--- config.mk ---
export PLATFORM = sky130hd
export DESIGN_NAME = if_id_pip
export DESIGN_NICKNAME = d
export VERILOG_FILES = /design/src/rtl/mips_pip_pkg.sv /design/src/rtl/if_id_pip_chk.sv /design/src/rtl/if_id_skid.sv /design/src/rtl/if_id_pip.sv
export SDC_FILE = /design/constraint.sdc
export NUM_CORES = 1
export LEC_CHECK = 0
export CAP_MARGIN = 20
export CORE_MARGIN = 1
export CORE_UTILIZATION = 51
export CTS_CLUSTER_DIAMETER = 80
export CTS_CLUSTER_SIZE = 12
export DETAILED_ROUTE_END_ITERATION = 8
export GPL_TIMING_DRIVEN = 0
export PLACE_DENSITY = 0.89
export SETUP_SLACK_MARGIN = 0.3
export SYNTH_ARGS = -nofsm -noshare
export SYNTH_HDL_FRONTEND = slang
export SYNTH_SLANG_ARGS = --single-unit
export TNS_END_PERCENT = 1
--- constraint.sdc ---
create_clock -name CLK -period 3.1 [get_ports CLK]
set_input_delay 0.62 -clock CLK [delete_from_list [all_inputs] [get_ports CLK]]
set_output_delay 0.62 -clock CLK [all_outputs]
set_load 0.005 [all_outputs]
--- src/rtl/mips_pip_pkg.sv ---
// Shared definitions for the pipelined MIPS core: datapath width, bubble word,
// the IF/ID payload record and the PC increment helper.
package mips_pip_pkg;

    localparam int WL = 32;
    localparam logic [WL-1:0] NOP_WORD = 32'h0000_0000;

    typedef struct packed {
        logic [WL-1:0] pc;
        logic [WL-1:0] pcplus4;
        logic [WL-1:0] instr;
        logic          valid;
    } if_id_t;

    // Wraps modulo 2^WL, so the last word of the address space rolls over to 0.
    function automatic logic [WL-1:0] pc_plus4(input logic [WL-1:0] pc);
        return pc + 32'd4;
    endfunction

    localparam if_id_t IF_ID_RST = '{pc: 32'h0000_0000, pcplus4: 32'h0000_0004,
                                     instr: NOP_WORD, valid: 1'b0};

endpackage

--- src/rtl/if_id_pip_chk.sv ---
// Protocol checker for the fetch handshake: a fetch must never be offered while ready_F is low.
module if_id_pip_chk (
    input logic CLK,
    input logic RSTn,
    input logic valid_F,
    input logic ready_F
);

    a_no_fetch_when_full: assert property (@(posedge CLK) disable iff (!RSTn)
        !(valid_F && !ready_F));

endmodule

--- src/rtl/if_id_skid.sv ---
// Single-entry holding register for a fetch that arrives while decode is stalled.
// Clear dominates load.
module if_id_skid
    import mips_pip_pkg::*;
#(
    parameter int WL_P = WL
) (
    input  logic            clk,
    input  logic            rst_n,
    input  logic            load,
    input  logic            clr,
    input  logic [WL_P-1:0] pc_in,
    input  logic [WL_P-1:0] instr_in,
    output logic [WL_P-1:0] sk_pc,
    output logic [WL_P-1:0] sk_instr,
    output logic            sk_valid
);

    logic [WL_P-1:0] pc_q, pc_d;
    logic [WL_P-1:0] instr_q, instr_d;
    logic            valid_q, valid_d;

    // Next-state selection for the holding entry.
    always_comb begin
        pc_d    = pc_q;
        instr_d = instr_q;
        valid_d = valid_q;
        if (clr) begin
            valid_d = 1'b0;
        end else if (load) begin
            pc_d    = pc_in;
            instr_d = instr_in;
            valid_d = 1'b1;
        end else begin
            valid_d = valid_q;
        end
    end

    // Entry storage.
    always_ff @(posedge clk or negedge rst_n) begin
        if (!rst_n) begin
            pc_q    <= {WL_P{1'b0}};
            instr_q <= {WL_P{1'b0}};
            valid_q <= 1'b0;
        end else begin
            pc_q    <= pc_d;
            instr_q <= instr_d;
            valid_q <= valid_d;
        end
    end

    assign sk_pc    = pc_q;
    assign sk_instr = instr_q;
    assign sk_valid = valid_q;

endmodule

--- src/rtl/if_id_pip.sv ---
// IF/ID pipeline register with one skid entry; flush > stall > advance.
// Optional stall/flush performance counters under IF_ID_PERF_CNT_EN.
module if_id_pip
    import mips_pip_pkg::*;
#(
    parameter int            WL       = mips_pip_pkg::WL,
    parameter logic [WL-1:0] NOP_WORD = mips_pip_pkg::NOP_WORD,
    parameter int            CNT_W    = 16
) (
    input  logic          CLK,
    input  logic          RSTn,
    input  logic [WL-1:0] PC_F,
    input  logic [WL-1:0] Instr_F,
    input  logic          valid_F,
    output logic          ready_F,
    input  logic          StallD,
    input  logic          FlushD,
    output logic [WL-1:0] PC_D,
    output logic [WL-1:0] PCPlus4_D,
    output logic [WL-1:0] Instr_D,
    output logic          valid_D
`ifdef IF_ID_PERF_CNT_EN
   ,output logic [CNT_W-1:0] stall_cnt
   ,output logic [CNT_W-1:0] flush_cnt
`endif
);

    if_id_t        dec_q, dec_d;
    logic          ready_q, ready_d;
    logic          sk_load, sk_clr, sk_valid;
    logic [WL-1:0] sk_pc, sk_instr;

    // The skid only captures the fetch that was already in flight when the stall hit.
    assign sk_load = !FlushD && StallD && valid_F && ready_q;
    assign sk_clr  = FlushD || (!StallD && sk_valid);

    if_id_skid #(.WL_P(WL)) u_skid (
        .clk      (CLK),
        .rst_n    (RSTn),
        .load     (sk_load),
        .clr      (sk_clr),
        .pc_in    (PC_F),
        .instr_in (Instr_F),
        .sk_pc    (sk_pc),
        .sk_instr (sk_instr),
        .sk_valid (sk_valid)
    );

    // Decode register priority mux and next skid-empty indication.
    always_comb begin
        dec_d = dec_q;
        if (FlushD) begin
            dec_d.valid = 1'b0;
            dec_d.instr = NOP_WORD;
        end else if (StallD) begin
            dec_d = dec_q;
        end else if (sk_valid) begin
            dec_d = '{pc: sk_pc, pcplus4: pc_plus4(sk_pc), instr: sk_instr, valid: 1'b1};
        end else begin
            dec_d.pc      = PC_F;
            dec_d.pcplus4 = pc_plus4(PC_F);
            dec_d.instr   = valid_F ? Instr_F : NOP_WORD;
            dec_d.valid   = valid_F;
        end

        if (sk_clr) begin
            ready_d = 1'b1;
        end else if (sk_load) begin
            ready_d = 1'b0;
        end else begin
            ready_d = ready_q;
        end
    end

    // Decode register and registered ready.
    always_ff @(posedge CLK or negedge RSTn) begin
        if (!RSTn) begin
            dec_q   <= IF_ID_RST;
            ready_q <= 1'b1;
        end else begin
            dec_q   <= dec_d;
            ready_q <= ready_d;
        end
    end

    assign PC_D      = dec_q.pc;
    assign PCPlus4_D = dec_q.pcplus4;
    assign Instr_D   = dec_q.instr;
    assign valid_D   = dec_q.valid;
    assign ready_F   = ready_q;

    if_id_pip_chk u_chk (
        .CLK     (CLK),
        .RSTn    (RSTn),
        .valid_F (valid_F),
        .ready_F (ready_q)
    );

`ifdef IF_ID_PERF_CNT_EN
    logic [CNT_W-1:0] stall_cnt_q, stall_cnt_d;
    logic [CNT_W-1:0] flush_cnt_q, flush_cnt_d;

    // Saturating event counters.
    always_comb begin
        if (StallD && (stall_cnt_q != {CNT_W{1'b1}})) begin
            stall_cnt_d = stall_cnt_q + {{(CNT_W-1){1'b0}}, 1'b1};
        end else begin
            stall_cnt_d = stall_cnt_q;
        end
        if (FlushD && (flush_cnt_q != {CNT_W{1'b1}})) begin
            flush_cnt_d = flush_cnt_q + {{(CNT_W-1){1'b0}}, 1'b1};
        end else begin
            flush_cnt_d = flush_cnt_q;
        end
    end

    // Counter storage, cleared only by reset.
    always_ff @(posedge CLK or negedge RSTn) begin
        if (!RSTn) begin
            stall_cnt_q <= {CNT_W{1'b0}};
            flush_cnt_q <= {CNT_W{1'b0}};
        end else begin
            stall_cnt_q <= stall_cnt_d;
            flush_cnt_q <= flush_cnt_d;
        end
    end

    assign stall_cnt = stall_cnt_q;
    assign flush_cnt = flush_cnt_q;
`endif

endmodule

==> load_flow_metrics.sql <==
INSERT INTO impl_metrics (metric_group, metric, value, unit) VALUES
('cells_and_area', 'area_growth_synth_to_finish', '34.9', '%'),
('placement', 'io_buffer_count', '165', ''),
('critical_path', 'cpMaxStageDelayCell', 'dfrtp_1', ''),
('critical_path', 'crit_path_max_incr_delay', '390', 'ps'),
('sta', 'grt_setup_unrepaired', 'no', ''),
('sta', 'timing_hold_violations_final', '0', ''),
('flow_run', 'max-cap-violations', '0', ''),
('detailed_routing', 'drt-vias-per-instance', '5.95', ''),
('sta', 'clock_skew', '5.24', 'ps'),
('global_route', 'grt_pass1_vias', '6116', ''),
('cells_and_area', 'finalNonFillerCells', '1053', ''),
('power_and_ir_drop', 'max-vdd-ir-drop', '0.416', 'mV'),
('detailed_routing', 'detail-route-antenna-nets', '0', ''),
('critical_path', 'cp.required', '3410', 'ps'),
('cts', 'cts.path.max_buffers', '2', ''),
('global_route', 'global_route.peak_usage_layer', 'met2', ''),
('sta', 'final.period_utilization', '86.3', '%'),
('cts', 'cts_buffers', '17', ''),
('cells_and_area', 'layout.cell_area.non_filler', '10100', 'um^2'),
('power_and_ir_drop', 'leakage', '0.00429', 'uW'),
('yosys', 'synth_async_sr_flop_share', '100', '%'),
('placement', 'dp_worst_setup_slack', '53.3', 'ps'),
('yosys', 'post_synth_instance_area', '7500', 'um^2'),
('detailed_routing', 'detail_route.iter0.violations', '608', ''),
('sta', 'clock.fmax', '0.374', 'GHz'),
('yosys', 'synth_edf_count', '0', ''),
('die', 'design.core.area', '14100', 'um^2'),
('cts', 'cts.htree.levels', '4', ''),
('sta', 'timing.final.setup_violations', '0', ''),
('sta', 'finalWorstPathRequiredPeriod', '2680', 'ps'),
('global_route', 'global_route.usage.met1', '36.4', '%'),
('power_and_ir_drop', 'power_density', '608', 'nW/um^2'),
('cts', 'cts_hold_buf', '0', ''),
('placement', 'post-dp-hpwl', '13.8', 'mm'),
('detailed_routing', 'routed-via-count', '6261', ''),
('yosys', 'yosys_most_used_dff', 'dfrtp_1', ''),
('cells_and_area', 'fraction_of_layout_cells_with_a_size_suffix_above_1', '16.4', '%'),
('sta', 'slew_violations', '0', ''),
('yosys', 'yosysSeqAreaShare', '53.8', '%'),
('detailed_routing', 'routedWlPerCell', '19.7', 'um'),
('placement', 'place.detailed.instances', '1020', ''),
('cells_and_area', 'fillerInstances', '1013', ''),
('global_route', 'gr-usage-met2', '47.1', '%'),
('cells_and_area', 'final_nets', '930', ''),
('critical_path', 'cp_max_fo', '10', ''),
('cts', 'clock_tree.root_cell', 'clkbuf_16', ''),
('cts', 'cts.sink_count', '161', ''),
('critical_path', 'critical_path.startpoint_type', 'flip-flop', ''),
('critical_path', 'path_class', 'reg2reg', ''),
('global_route', 'globalRouteMet3Util', '8.53', '%'),
('yosys', 'synth-seq-cells', '161', ''),
('cells_and_area', 'final_util', '71.7', '%'),
('die', 'initial_core_util', '53.2', '%'),
('global_route', 'grt_first_pass_wirelength', '32.5', 'mm'),
('sta', 'fin_ws', '424', 'ps'),
('detailed_routing', 'drtPass1Iterations', '6', ''),
('die', 'die_footprint', '15200', 'um^2'),
('cts', 'clk_pin_slew', '60', 'ps'),
('global_route', 'antenna_found_initial', '0', ''),
('die', 'row_count', '43', ''),
('yosys', 'mapped_nets', '744', ''),
('sta', 'worst-slew-pin-transition', '609', 'ps'),
('sta', 'timing.max_slew.rel_slack', '59.4', '%'),
('yosys', 'synthCells', '674', ''),
('yosys', 'syn-mean-instance-area', '11.1', 'um^2'),
('die', 'horizontal_extent_of_the_die', '123', 'um'),
('global_route', 'grt_max_degree', '84', ''),
('yosys', 'netlist-cell-type-count', '49', ''),
('outcome', 'status', 'finished, final reports clean', ''),
('placement', 'postPlaceCellArea', '9410', 'um^2'),
('detailed_routing', 'postRouteWirelength', '20.7', 'mm'),
('cts', 'clock_insertion_delay_worst_skew', '430', 'ps'),
('yosys', 'synthesis.yosys.warnings', '0', ''),
('cts', 'cts_tree', 'yes', ''),
('critical_path', 'timing.critical_path.cells', 'buf_6 > buf_6 > buf_8 > buf_8 > mux2_2 > ha_2 > nand4_1 > a22oi_2 > nand4_4 > mux2i_1 > a211o_1', ''),
('placement', 'gp_routability_congestion', '0.846', ''),
('die', 'ios', '167', ''),
('detailed_routing', 'post-route-drc-count', '0', ''),
('critical_path', 'worst-endpoint-arrival', '2990', 'ps'),
('min_path', 'min-delay-path-class', 'in2async', ''),
('cells_and_area', 'insertedDiodeCount', '0', ''),
('critical_path', 'crit_path_end_kind', 'flip-flop', ''),
('global_route', 'grt_usage', '28.7', '%'),
('die', 'y_dimension_of_the_die', '123', 'um'),
('global_route', 'grt.overflow.total', '0', '');
==> worst max-delay path: cells and delay by family, from the launching register on <==
kind	cells	cell delay, ps
AND/OR/NAND/NOR	2	320
multiplexers	2	400
AO/OA/AOI/OAI	2	600
buffers and inverters	4	630
flip-flops	1	390
adder cells (fa/ha/maj)	1	210
==> timing repair <==
item	CTS	global route
endpoints found under the setup margin	11	11
setup buffers	0	1
pin swaps	1	2
gates resized for setup	6	7
endpoints found under the hold margin	0	0
==> per-layer routing <==
metal / vias to the layer above / routed length, um
met3: 43 / 1850
met5: - / 0
li1: 2798 / -
met4: 0 / 331
met1: 3116 / 8560
met2: 304 / 9990
==> layout by cell type (no fill, tap or decap), types with 4 or more instances in the layout <==
cell	synthesis	routed
nand3_1	24	24
nand4_1	8	8
o21ai_0	73	73
xnor2_1	11	11
nor2_1	45	45
buf_4	4	4
clkinvlp_4	0	4
buf_2	15	11
bufinv_16	0	5
nor3_1	4	4
a221o_1	31	31
clkdlybuf4s50_1	0	164
nand2_1	84	84
xor2_1	6	6
clkbuf_16	0	17
a21oi_1	6	6
o31ai_1	4	4
a21o_1	6	6
o21ai_1	5	5
dfrtp_1	159	159
buf_6	3	5
mux2_2	70	70
nand4b_1	4	4
nand3b_1	7	7
clkbuf_1	28	28
mux2i_1	29	29
a22oi_1	5	4
==> metrics by stage <==
stage / TNS [ps] / hold WS, ps / total power, uW
floorplan: 0 / 324 / 3190
finish: 0 / 152 / 6150
detailed placement: 0 / 467 / 3830
global route: 0 / 199 / 6400
CTS: 0 / 175 / 6170
global placement: -811680 / 461 / 3780
==> flip-flops by register name, summed over array words and instances, names as in the netlist <==
| signal | count |
|---|---|
| Instr_D | 32 |
| u_skid.sk_valid | 1 |
| valid_D | 1 |
| u_skid.sk_pc | 32 |
| u_skid.sk_instr | 32 |
| ready_F | 1 |
| PC_D | 32 |
| PCPlus4_D | 30 |
==> area by class of cell <==
type | instances | area (um^2) | share of cell area (%)
Clock inverter | 14 | 213 | 2.10
Timing Repair Buffer | 167 | 1690 | 16.7
Tap cell | 180 | 225 | 2.23
Sequential cell | 161 | 4030 | 39.9
Multi-Input combinational cell | 461 | 3230 | 31.9
Buffer | 51 | 280 | 2.77
Inverter | 1 | 3.75 | 0.0371
Clock buffer | 18 | 439 | 4.34
==> final timing paths <==
path                            cells past startpoint                               to  slack [ps]                        start
worst max-delay path                               11        PCPlus4_D[28]$_DFFE_PN0P_         420  u_skid.sk_valid$_DFFE_PN0P_
worst min-delay path                                1        PCPlus4_D[16]$_DFFE_PN0P_         150                         RSTn
worst max register to register                     11        PCPlus4_D[28]$_DFFE_PN0P_         420  u_skid.sk_valid$_DFFE_PN0P_
worst min register to register                      2              PC_D[9]$_DFFE_PN0P_         480          PC_D[9]$_DFFE_PN0P_
max in group asynchronous                           2  u_skid.sk_instr[19]$_DFFE_PN0P_        2140                         RSTn
min in group CLK                                    2              PC_D[9]$_DFFE_PN0P_         480          PC_D[9]$_DFFE_PN0P_
==> report_power, final <==
| part | total (uW) | leakage, uW | switching [uW] | internal, uW |
|---|---|---|---|---|
| combinational | 1140 | 0.00200 | 480 | 662 |
| clock | 2320 | 0.000308 | 874 | 1450 |
| sequential | 2690 | 0.00198 | 243 | 2440 |
==> cells in the mapped netlist, types with 3 or more instances <==
cell | count | area, um^2
buf_4 | 4 | 30.0
mux2_2 | 70 | 788
nor4_1 | 3 | 18.8
a211o_1 | 3 | 26.3
a21oi_1 | 6 | 30.0
xnor2_1 | 11 | 96.3
nor2_1 | 45 | 169
mux2i_1 | 29 | 290
nand2_1 | 84 | 315
o21ai_0 | 73 | 365
xor2_1 | 6 | 52.6
clkbuf_1 | 28 | 105
a221o_1 | 31 | 310
nand4_2 | 4 | 50.1
a22oi_1 | 5 | 37.5
nand4_1 | 8 | 50.1
nand3_1 | 24 | 120
dfrtp_1 | 159 | 3980
a21o_1 | 6 | 45.0
o21ai_1 | 5 | 25.0
nand4b_1 | 4 | 35.0
nand3b_1 | 7 | 52.6
buf_2 | 15 | 75.1
o31ai_1 | 4 | 30.0
buf_6 | 3 | 33.8
nor3_1 | 4 | 20.0
==> cells by family (layout without fill, tap and decap cells) <==
kind of cell	count (synthesis)	count (layout)	synth area share, %
multiplexers	99	99	14.4
adder cells (fa/ha/maj)	1	1	0.167
XOR/XNOR	17	17	1.99
flip-flops	161	161	53.8
buffers and inverters	52	251	3.35
AND/OR/NAND/NOR	195	195	12.6
AO/OA/AOI/OAI	149	149	13.7
Note: power is estimated with default switching activity, not from simulation.
